--- src/rtl/microwave_timer_ctrl_pkg.sv ---
`default_nettype none
// ============================================================================
// Module   : microwave_pkg
// Purpose  : Shared types and constants for the microwave cook timer.
//            Holds the controller state enum, the BCD digit type and the
//            per-digit upper limits used for time entry and countdown.
// Revision : 1.0 - initial release
// ============================================================================
package microwave_pkg;

  typedef logic [3:0] bcd_digit_t;

  typedef enum logic [1:0] {
    IDLE  = 2'd0,
    COOK  = 2'd1,
    PAUSE = 2'd2,
    DONE  = 2'd3
  } timer_state_t;

  localparam bcd_digit_t MAX_MINUTES = 4'd9;
  localparam bcd_digit_t MAX_TENS    = 4'd5;
  localparam bcd_digit_t MAX_UNITS   = 4'd9;

endpackage : microwave_pkg
`default_nettype wire

--- src/rtl/microwave_timer_ctrl_if.sv ---
`default_nettype none
// ============================================================================
// Module   : microwave_timer_ctrl_if
// Purpose  : Front-panel bundle of the microwave timer controller.
// Ports    : keypad_valid/keypad_digit, start, stop_clear, door_closed
//            (panel -> controller); minutes, second_tens, second_units,
//            mag_on, done, alarm (controller -> panel/decoder/magnetron).
//            master = panel side, slave = controller side.
// Revision : 1.0 - initial release
// ============================================================================
interface microwave_timer_ctrl_if;
  import microwave_pkg::*;

  logic       keypad_valid;
  bcd_digit_t keypad_digit;
  logic       start;
  logic       stop_clear;
  logic       door_closed;
  bcd_digit_t minutes;
  bcd_digit_t second_tens;
  bcd_digit_t second_units;
  logic       mag_on;
  logic       done;
  logic       alarm;

  modport master (
    output keypad_valid, keypad_digit, start, stop_clear, door_closed,
    input  minutes, second_tens, second_units, mag_on, done, alarm
  );

  modport slave (
    input  keypad_valid, keypad_digit, start, stop_clear, door_closed,
    output minutes, second_tens, second_units, mag_on, done, alarm
  );

endinterface : microwave_timer_ctrl_if
`default_nettype wire

--- src/rtl/microwave_timer_ctrl_bcd_time_counter.sv ---
`default_nettype none
// ============================================================================
// Module   : bcd_time_counter
// Purpose  : Three-digit BCD time register (M:TU) with key shift-in,
//            one-second decrement and clear.
// Ports    : clk, reset (async, active high)
//            i_clear    - zero all digits (highest priority)
//            i_dec      - subtract one second with BCD borrows
//            i_shift_in - shift i_key in from the right
//            i_key      - BCD key value for shift-in
//            o_minutes, o_tens, o_units - registered digits
//            o_is_zero  - time reads 0:00
// Revision : 1.0 - initial release
// ============================================================================
module bcd_time_counter
  import microwave_pkg::*;
(
  input  logic       clk,
  input  logic       reset,
  input  logic       i_clear,
  input  logic       i_dec,
  input  logic       i_shift_in,
  input  bcd_digit_t i_key,
  output bcd_digit_t o_minutes,
  output bcd_digit_t o_tens,
  output bcd_digit_t o_units,
  output logic       o_is_zero
);

  bcd_digit_t r_minutes;
  bcd_digit_t r_tens;
  bcd_digit_t r_units;
  logic       w_is_zero;
  logic       w_key_ok;

  assign w_is_zero = (r_minutes == 4'd0) && (r_tens == 4'd0) && (r_units == 4'd0);

  // The current units digit becomes the tens digit, so it must already be a
  // legal tens value; this keeps the displayed time always valid.
  assign w_key_ok = (i_key <= MAX_UNITS) && (r_units <= MAX_TENS);

  always_ff @(posedge clk or posedge reset) begin
    if (reset) begin
      r_minutes <= 4'd0;
      r_tens    <= 4'd0;
      r_units   <= 4'd0;
    end else if (i_clear) begin
      r_minutes <= 4'd0;
      r_tens    <= 4'd0;
      r_units   <= 4'd0;
    end else if (i_dec && !w_is_zero) begin
      if (r_units != 4'd0) begin
        r_units <= r_units - 4'd1;
      end else begin
        r_units <= MAX_UNITS;
        if (r_tens != 4'd0) begin
          r_tens <= r_tens - 4'd1;
        end else begin
          r_tens    <= MAX_TENS;
          r_minutes <= r_minutes - 4'd1;
        end
      end
    end else if (i_shift_in && w_key_ok) begin
      r_minutes <= r_tens;
      r_tens    <= r_units;
      r_units   <= i_key;
    end
  end

  assign o_minutes = r_minutes;
  assign o_tens    = r_tens;
  assign o_units   = r_units;
  assign o_is_zero = w_is_zero;

endmodule : bcd_time_counter
`default_nettype wire

--- src/rtl/microwave_timer_ctrl.sv ---
`default_nettype none
// ============================================================================
// Module   : microwave_timer_ctrl
// Purpose  : Cook-timer sequencer: keypad time entry, once-per-second
//            countdown while cooking, door-open pause, stop/clear and
//            completion handling. Optional macro DONE_ALARM_EN makes DONE
//            persistent with a timed alarm; without it DONE is a one-cycle
//            pulse and alarm is tied low.
// Ports    : clk, reset (async, active high), io_bus (slave modport of
//            microwave_timer_ctrl_if carrying panel inputs and the digit,
//            mag_on, done, alarm outputs).
// Params   : TICKS_PER_SEC (>= 2) clocks per second, ALARM_SECS alarm length.
// Revision : 1.0 - initial release
// ============================================================================
module microwave_timer_ctrl
  import microwave_pkg::*;
#(
  parameter int TICKS_PER_SEC = 50_000_000,
  parameter int ALARM_SECS    = 3
) (
  input  logic                  clk,
  input  logic                  reset,
  microwave_timer_ctrl_if.slave io_bus
);

  localparam int c_PRESC_W = (TICKS_PER_SEC > 2) ? $clog2(TICKS_PER_SEC) : 1;
  localparam logic [c_PRESC_W-1:0] c_TICK_MAX = c_PRESC_W'(TICKS_PER_SEC - 1);

  timer_state_t         r_state;
  timer_state_t         w_state_nxt;
  logic [c_PRESC_W-1:0] r_presc;
  logic [c_PRESC_W-1:0] w_presc_nxt;
  logic                 w_tick;
  logic                 w_clear;
  logic                 w_dec;
  logic                 w_shift;
  logic                 w_is_zero;
  logic                 w_is_one;
  logic                 r_mag_on;
  logic                 r_done;
  bcd_digit_t           w_minutes;
  bcd_digit_t           w_tens;
  bcd_digit_t           w_units;

`ifdef DONE_ALARM_EN
  localparam int c_ACNT_W = $clog2(ALARM_SECS + 1);
  localparam logic [c_ACNT_W-1:0] c_ACNT_MAX = c_ACNT_W'(ALARM_SECS);
  logic [c_ACNT_W-1:0] r_acnt;
  logic [c_ACNT_W-1:0] w_acnt_nxt;
  logic                r_alarm;
`endif

  bcd_time_counter u_time (
    .clk        (clk),
    .reset      (reset),
    .i_clear    (w_clear),
    .i_dec      (w_dec),
    .i_shift_in (w_shift),
    .i_key      (io_bus.keypad_digit),
    .o_minutes  (w_minutes),
    .o_tens     (w_tens),
    .o_units    (w_units),
    .o_is_zero  (w_is_zero)
  );

  assign w_tick = (r_presc == c_TICK_MAX);

  // Lets the last decrement enter DONE on the same edge that shows 0:00.
  assign w_is_one = (w_minutes == 4'd0) && (w_tens == 4'd0) && (w_units == 4'd1);

  always_ff @(posedge clk or posedge reset) begin
    if (reset) begin
      r_state  <= IDLE;
      r_presc  <= '0;
      r_mag_on <= 1'b0;
      r_done   <= 1'b0;
    end else begin
      r_state  <= w_state_nxt;
      r_presc  <= w_presc_nxt;
      r_mag_on <= (w_state_nxt == COOK);
      r_done   <= (w_state_nxt == DONE);
    end
  end

`ifdef DONE_ALARM_EN
  always_ff @(posedge clk or posedge reset) begin
    if (reset) begin
      r_acnt  <= '0;
      r_alarm <= 1'b0;
    end else begin
      r_acnt  <= w_acnt_nxt;
      r_alarm <= (w_state_nxt == DONE) && (w_acnt_nxt < c_ACNT_MAX);
    end
  end
`endif

  // Branch order inside each state encodes the priority
  // stop_clear > door open > start > prescaler tick > keypad.
  always_comb begin
    w_state_nxt = r_state;
    w_presc_nxt = r_presc;
    w_clear     = 1'b0;
    w_dec       = 1'b0;
    w_shift     = 1'b0;
`ifdef DONE_ALARM_EN
    w_acnt_nxt  = r_acnt;
`endif
    case (r_state)
      IDLE: begin
        if (io_bus.stop_clear) begin
          w_clear = 1'b1;
        end else if (io_bus.start && io_bus.door_closed && !w_is_zero) begin
          w_state_nxt = COOK;
          w_presc_nxt = '0;
        end else if (io_bus.keypad_valid) begin
          w_shift = 1'b1;
        end
      end
      COOK: begin
        if (io_bus.stop_clear || !io_bus.door_closed) begin
          // Prescaler is frozen so resuming continues the partial second.
          w_state_nxt = PAUSE;
        end else if (w_tick) begin
          w_presc_nxt = '0;
          w_dec       = 1'b1;
          if (w_is_one) begin
            w_state_nxt = DONE;
`ifdef DONE_ALARM_EN
            w_acnt_nxt  = '0;
`endif
          end
        end else begin
          w_presc_nxt = r_presc + c_PRESC_W'(1);
        end
      end
      PAUSE: begin
        if (io_bus.stop_clear) begin
          w_state_nxt = IDLE;
          w_clear     = 1'b1;
          w_presc_nxt = '0;
        end else if (io_bus.start && io_bus.door_closed) begin
          w_state_nxt = COOK;
        end
      end
      DONE: begin
`ifdef DONE_ALARM_EN
        if (io_bus.stop_clear || !io_bus.door_closed) begin
          w_state_nxt = IDLE;
          w_clear     = 1'b1;
          w_presc_nxt = '0;
        end else if (r_acnt < c_ACNT_MAX) begin
          // The prescaler is reused to time the alarm in whole seconds.
          if (w_tick) begin
            w_presc_nxt = '0;
            w_acnt_nxt  = r_acnt + c_ACNT_W'(1);
          end else begin
            w_presc_nxt = r_presc + c_PRESC_W'(1);
          end
        end
`else
        w_state_nxt = IDLE;
        w_presc_nxt = '0;
`endif
      end
      default: begin
        w_state_nxt = IDLE;
      end
    endcase
  end

  assign io_bus.minutes      = w_minutes;
  assign io_bus.second_tens  = w_tens;
  assign io_bus.second_units = w_units;
  assign io_bus.mag_on       = r_mag_on;
  assign io_bus.done         = r_done;
`ifdef DONE_ALARM_EN
  assign io_bus.alarm        = r_alarm;
`else
  assign io_bus.alarm        = 1'b0;
`endif

endmodule : microwave_timer_ctrl
`default_nettype wire

--- src/flat_wrapper.sv ---
// flat-port wrapper written by rule: the top's interface ports become plain ports
module microwave_timer_ctrl_flat import microwave_pkg::*;
#(
  parameter int TICKS_PER_SEC = 50_000_000,
  parameter int ALARM_SECS    = 3
)
  (clk, reset, io_bus_keypad_valid, io_bus_keypad_digit, io_bus_start, io_bus_stop_clear, io_bus_door_closed, io_bus_minutes, io_bus_second_tens, io_bus_second_units, io_bus_mag_on, io_bus_done, io_bus_alarm);
  microwave_timer_ctrl_if io_bus_i ();
  input  logic clk;
  input  logic reset;
  input wire logic [$bits(io_bus_i.keypad_valid)-1:0] io_bus_keypad_valid;
  input wire logic [$bits(io_bus_i.keypad_digit)-1:0] io_bus_keypad_digit;
  input wire logic [$bits(io_bus_i.start)-1:0] io_bus_start;
  input wire logic [$bits(io_bus_i.stop_clear)-1:0] io_bus_stop_clear;
  input wire logic [$bits(io_bus_i.door_closed)-1:0] io_bus_door_closed;
  output wire logic [$bits(io_bus_i.minutes)-1:0] io_bus_minutes;
  output wire logic [$bits(io_bus_i.second_tens)-1:0] io_bus_second_tens;
  output wire logic [$bits(io_bus_i.second_units)-1:0] io_bus_second_units;
  output wire logic [$bits(io_bus_i.mag_on)-1:0] io_bus_mag_on;
  output wire logic [$bits(io_bus_i.done)-1:0] io_bus_done;
  output wire logic [$bits(io_bus_i.alarm)-1:0] io_bus_alarm;
  assign io_bus_i.keypad_valid = io_bus_keypad_valid;
  assign io_bus_i.keypad_digit = io_bus_keypad_digit;
  assign io_bus_i.start = io_bus_start;
  assign io_bus_i.stop_clear = io_bus_stop_clear;
  assign io_bus_i.door_closed = io_bus_door_closed;
  assign io_bus_minutes = io_bus_i.minutes;
  assign io_bus_second_tens = io_bus_i.second_tens;
  assign io_bus_second_units = io_bus_i.second_units;
  assign io_bus_mag_on = io_bus_i.mag_on;
  assign io_bus_done = io_bus_i.done;
  assign io_bus_alarm = io_bus_i.alarm;
  microwave_timer_ctrl #(.TICKS_PER_SEC(TICKS_PER_SEC), .ALARM_SECS(ALARM_SECS)) u_core (.clk(clk), .reset(reset), .io_bus(io_bus_i));
endmodule
--- config.mk ---
export PLATFORM = sky130hd
export DESIGN_NAME = microwave_timer_ctrl_flat
export DESIGN_NICKNAME = d
export VERILOG_FILES = /design/src/rtl/microwave_timer_ctrl_pkg.sv /design/src/rtl/microwave_timer_ctrl_if.sv /design/src/rtl/microwave_timer_ctrl_bcd_time_counter.sv /design/src/rtl/microwave_timer_ctrl.sv /design/src/flat_wrapper.sv
export SDC_FILE = /design/constraint.sdc
export NUM_CORES = 1
export LEC_CHECK = 0
export ABC_AREA = 0
export CAP_MARGIN = 20
export CORE_ASPECT_RATIO = 1.2
export CORE_MARGIN = 2
export CORE_UTILIZATION = 50
export CTS_CLUSTER_DIAMETER = 80
export DETAILED_ROUTE_END_ITERATION = 8
export PLACE_DENSITY = 0.71
export RECOVER_POWER = 100
export SYNTH_ARGS = -nofsm -noshare
export SYNTH_HDL_FRONTEND = slang
export SYNTH_SLANG_ARGS = --single-unit
--- constraint.sdc ---
create_clock -name clk -period 2.55 [get_ports clk]
set_input_delay 0.3825 -clock clk [delete_from_list [all_inputs] [get_ports clk]]
set_output_delay 0.3825 -clock clk [all_outputs]
set_load 0.01 [all_outputs]
==> results of run 1 <==
[worst paths after layout]
kind | endpoint | slack (ps) | from | cells after the start
hold / removal | u_core.r_presc[10] | 480 | reset | 2
max in group asynchronous | u_core.r_presc[19] | 900 | reset | 3
setup / recovery | u_core.r_presc[23] | 200 | u_core.u_time.o_tens[3] | 6
min in group clk | u_core.r_presc[1] | 500 | u_core.r_presc[1] | 2
setup reg to reg | u_core.r_presc[23] | 200 | u_core.u_time.o_tens[3] | 6
hold reg to reg | u_core.r_presc[1] | 500 | u_core.r_presc[1] | 2
[routing by layer]
layer	global-route usage, %	up-vias
met1	29.4	1172
met4	11.3	0
met5	0	-
met3	4.11	14
met2	39.0	59
li1	-	1168
[final cells by class]
type | instances | area share (%)
well taps | 62 | 2.44
repair buffers | 52 | 13.7
multi-input cells | 226 | 46.2
flip-flops and latches | 42 | 33.1
clock buffers | 8 | 3.46
inverters | 10 | 1.18
[cells in the final DEF, fill, tap and decap left out, types with 7 or more instances in the layout]
master / Yosys / layout
nor2_1: 27 / 28
inv_1: 10 / 9
nand2_1: 23 / 23
xnor2_1: 15 / 15
nand3_1: 10 / 10
or4_1: 11 / 11
clkdlybuf4s50_1: 0 / 8
nor4_1: 13 / 13
dfrtp_1: 42 / 42
dlygate4sd3_1: 0 / 15
o31ai_1: 7 / 7
buf_4: 2 / 20
clkbuf_1: 3 / 7
o21ai_0: 8 / 8
a21oi_1: 10 / 11
clkbuf_8: 0 / 8
[logic make-up after synthesis]
kind of cell | after synthesis | share of synthesized area, %
flops | 42 | 39.3
buf+inv | 26 | 5.15
other cells | 1 | 0.140
fa+ha+maj | 3 | 1.40
simple gates | 143 | 30.9
compound gates | 53 | 14.0
xor+xnor | 17 | 5.57
mux | 9 | 3.56
[state kept, by name (all words and copies together), names as in the netlist]
signal	flops
u_core.r_state	2
u_core.u_time.o_units	4
u_core.u_time.o_minutes	4
u_core.io_bus.mag_on	1
u_core.u_time.o_tens	4
u_core.r_presc	26
u_core.io_bus.done	1
[where the power goes]
part | switching [mW] | total [mW] | internal (mW) | leakage [nW]
combinational | 0.217 | 0.385 | 0.168 | 0.726
clock | 0.234 | 0.508 | 0.274 | 0.0575
sequential | 0.0214 | 0.709 | 0.688 | 0.579
total | 0.472 | 1.60 | 1.13 | 1.36
==> flow_metrics.tcl, run 1 <==
set metrics [dict create \
    outcome "finished clean" \
    nFillCells 472 \
    critPathBufInv 1 \
    fp.dieH_um 84.1 \
    powerDensity_nw_per_um2 504 \
    syn2layout_area_growth_pct 19.0 \
    ir_drop_uv 334 \
    worstSetupPathType "reg2reg" \
    clockBufferDepth 2 \
    yosysTopAreaCell "dfrtp_1" \
    finalCriticalPeriod_ps 2350 \
    drc 0 \
    dp_slack_ps 33.4 \
    worst_pin_slew_ps 957 \
    setup_tns_ps 0 \
    slowest_stage "or4_1" \
    finalSetupViolCount 0 \
    crit_family "simple AND/OR/NAND/NOR gates" \
    synthesis.nets 307 \
    syn_area_um2 2670 \
    yosys.area.top_type_share_pct 39.3 \
    met3_length_um 210 \
    clkLatencyLatePin_ps 290 \
    final_util_pct 60.8 \
    end_kind "register" \
    drt-total-wl_um 6580 \
    cts.sinks 42 \
    path_cells "or4_1, nor4_2, or2_0, nor2_1, buf_12, a21oi_1" \
    antenna_found_initial 0 \
    ys.flop_type "dfrtp_1" \
    cts_tree "built" \
    synth_common_cells "42 x dfrtp_1, 27 x nor2_1, 23 x nand2_1, 15 x xnor2_1, 13 x nor4_1" \
    overflow 0 \
    place_congestion 0.855 \
    crit_path_max_fanout 21 \
    fin_hold_ws_ps 476 \
    postCtsSetupBuffers 0 \
    synth_seq_cells 42 \
    totalPowerFinal_mw 1.60 \
    grt_max_degree 22 \
    ys_async_sr_fraction_pct 100 \
    grt_pass1_vias 2458 \
    drive_gt1_share_pct 12.4 \
    regArea_um2 1050 \
    cts_resized 0 \
    max_slew_margin_pct 36.2 \
    nets 350 \
    start_util_pct 51.1 \
    core_um2 5230 \
    drt.antenna.violating_nets 0 \
    yosysUniqueCellTypes 58 \
    num_vias 2413 \
    synth.most_common_cell "dfrtp_1" \
    yosys-top-cells-area "dfrtp_1 39%, xnor2_1 4.9%, nor2_1 3.8%" \
    multi_input_area_um2 1470 \
    clock-skew-final_ps 4.02 \
    die_x_um 70.7 \
    antenna_cells 0 \
    cts_made_buffers 5 \
    leakage_nw 1.36 \
    track_usage_pct 23.6 \
    syn_inst 294 \
    cp_slowest_stage_delay_ps 630 \
    avgViaCountPerCell 6.03 \
    avgSynthCellArea_um2 9.09 \
    io_buffers 23 \
    final_cell_area_um2 3180 \
    first_pass_iters 4 \
    drv_cap 0 \
    rsz0062_at_grt "no" \
    drt_iter0_markers 158 \
    rows 29 \
    start_kind "register" \
    post-place-cells 392 \
    crit_required_ps 2760 \
    cts.clk_slew.worst_paths_ps 80 \
    grt_pass1_wl_um 11300 \
    wl_met2_um 3430 \
    dieArea_um2 5950 \
    cts_root_buffer "clkbuf_8" \
    cts_hold_repair.buffers 0 \
    dr.max_layer_used "met4" \
    yosys_warnings 0 \
    drv_slew 0 \
    max_freq_ghz 0.426 \
    wl_per_cell_um 16.5 \
    final_cells 400 \
    cts-htree-levels 2 \
    arrival_ps 2550 \
    detailedPlacementHpwl_um 4850 \
    fin_crit_sh_pct 92.1 \
    hold_viol_final 0 \
    drt-met1-wl_um 2790 \
    hp-class "in2async" \
    setup_ws_ps 202 \
    placed_area_um2 3110 \
    ios 25 \
    synth.yosys.seq_area_share_pct 39.3 \
    synth_edf_count 0 \
]
Note: power is estimated with default switching activity, not from simulation.
==> run 2: changes to the inputs <==
PLACE_DENSITY = not set   (was 0.71)
PLACE_DENSITY_LB_ADDON = 0.25   (was not set)
==> run 2 against run 1 <==
First-iteration DRC count is 2.5% higher. Worst setup slack worse by 33 ps. Via count is 0.83% higher. Count of clock-buffer cells in the layout is 2 lower. Die area stayed put. Power is 9.9% higher. Flip-flop and latch count stayed put. Sequential share of layout area is 0.76 points lower. Cell area is 2.4% higher. Maximum frequency is 1.4% lower. Sequential power hardly changed. Largest power group unchanged. Highest routed layer unchanged.
==> flow_metrics.tcl, run 2 (same netlist as run 1, synthesis figures left out) <==
set metrics [dict create \
    outcome "finished clean" \
    crit_path_max_fanout 6 \
    max_slew_margin_pct 30.1 \
    nFillCells 469 \
    avgViaCountPerCell 6.01 \
    wl_per_cell_um 16.5 \
    clockBufferDepth 2 \
    regArea_um2 1050 \
    drv_slew 0 \
    cts_hold_repair.buffers 0 \
    place_congestion 0.899 \
    cts_made_buffers 5 \
    final_cells 405 \
    largest_register "u_core.r_presc" \
    num_vias 2433 \
    antenna_cells 0 \
    overflow 0 \
    dp_slack_ps -3.27 \
    grt_max_degree 43 \
    first_pass_iters 4 \
    clkLatencyLatePin_ps 300 \
    fin_hold_ws_ps 505 \
    max_freq_ghz 0.420 \
    fin_crit_sh_pct 93.4 \
    setup_ws_ps 169 \
    antenna_found_initial 0 \
    final_cell_area_um2 3250 \
    core_um2 5230 \
    detailedPlacementHpwl_um 4940 \
    postCtsSetupBuffers 0 \
    most-common-layout-cells "42 x dfrtp_1, 28 x nor2_1, 27 x buf_4" \
    drt_iter0_markers 162 \
    rsz0062_at_grt "no" \
    largest_register_ffs 26 \
    finalSetupViolCount 0 \
    finalCriticalPeriod_ps 2380 \
    grt_pass1_wl_um 11500 \
    grt_pass1_vias 2516 \
    hp-class "reg2reg" \
    drt-total-wl_um 6690 \
    worstSetupPathType "reg2reg" \
    cts.sinks 42 \
    track_usage_pct 24.1 \
    drc 0 \
    powerDensity_nw_per_um2 541 \
    clock-skew-final_ps 15.1 \
    final_common_cell "dfrtp_1" \
    post-place-cells 397 \
    drive_gt1_share_pct 14.3 \
    fp.dieH_um 84.1 \
    ir_drop_uv 391 \
    drv_cap 0 \
    rows 29 \
    start_kind "register" \
    arrival_ps 2570 \
    cts.clk_slew.worst_paths_ps 80 \
    leakage_nw 1.41 \
    cts_root_buffer "clkbuf_8" \
    cts_resized 0 \
    nets 355 \
    ios 25 \
    end_kind "register" \
    start_util_pct 51.1 \
    cts-htree-levels 2 \
    worst_pin_slew_ps 1050 \
    cts_tree "built" \
    dieArea_um2 5950 \
    hold_viol_final 0 \
    io_buffers 23 \
    setup_tns_ps 0 \
    placed_area_um2 3150 \
    crit_required_ps 2740 \
    die_x_um 70.7 \
    drt.antenna.violating_nets 0 \
    multi_input_area_um2 1470 \
    syn2layout_area_growth_pct 21.8 \
]
## run 2: cell count changes in the layout (fill, tap and decap cells not counted), sizes merged
| cell | before | now |
|---|---|---|
| buf | 21 | 28 |
| clkbuf | 16 | 12 |
| bufinv | 0 | 2 |
## run 2: layout make-up
cell class,count,share of cell area [%]
clock buffers,6,2.54
multi-input cells,226,45.0
well taps,62,2.38
clock inverters,2,1.85
inverters,10,1.15
flip-flops and latches,42,32.3
repair buffers,57,14.8
## run 2: through the flow
stage	power (mW)	util (%)
2_1_floorplan	0.965	-
3_3_place_gp	1.13	60.2
3_5_place_dp	1.13	60.2
4_1_cts	1.79	63.0
5_1_grt	1.84	62.3
6_report	1.76	62.3
## run 2: per-layer routing
layer,track usage [%],vias up,share of wire (%)
met3,3.50,14,3.9
met5,0,-,0
li1,-,1179,-
met1,28.5,1178,41
met4,13.0,0,3.0
met2,41.4,62,52
## run 2: final timing paths
path | start | end | slack, ps | cells past startpoint
worst max-delay path | u_core.r_presc[0] | u_core.u_time.o_tens[1] | 170 | 6
min in group asynchronous | reset | u_core.u_time.o_minutes[2] | 840 | 3
worst min-delay path | u_core.r_presc[1] | u_core.r_presc[1] | 500 | 2
max in group asynchronous | reset | u_core.r_presc[23] | 1050 | 3
worst max register to register | u_core.r_presc[0] | u_core.u_time.o_tens[1] | 170 | 6
worst min register to register | u_core.r_presc[1] | u_core.r_presc[1] | 500 | 2
## run 2: power by group
group | internal [mW] | leakage, nW | switching [mW] | total [mW]
combinational | 0.173 | 0.762 | 0.223 | 0.397
sequential | 0.688 | 0.579 | 0.0194 | 0.708
clock | 0.418 | 0.0714 | 0.238 | 0.656
total | 1.28 | 1.41 | 0.481 | 1.76
## run 2: critical path, cell delays in order (launching register included)
cell and delay (ps):
dfrtp_1 390, ha_1 240, nand4_1 230, or4_1 640, and3b_1 400, mux2i_1 110, mux2_2 270
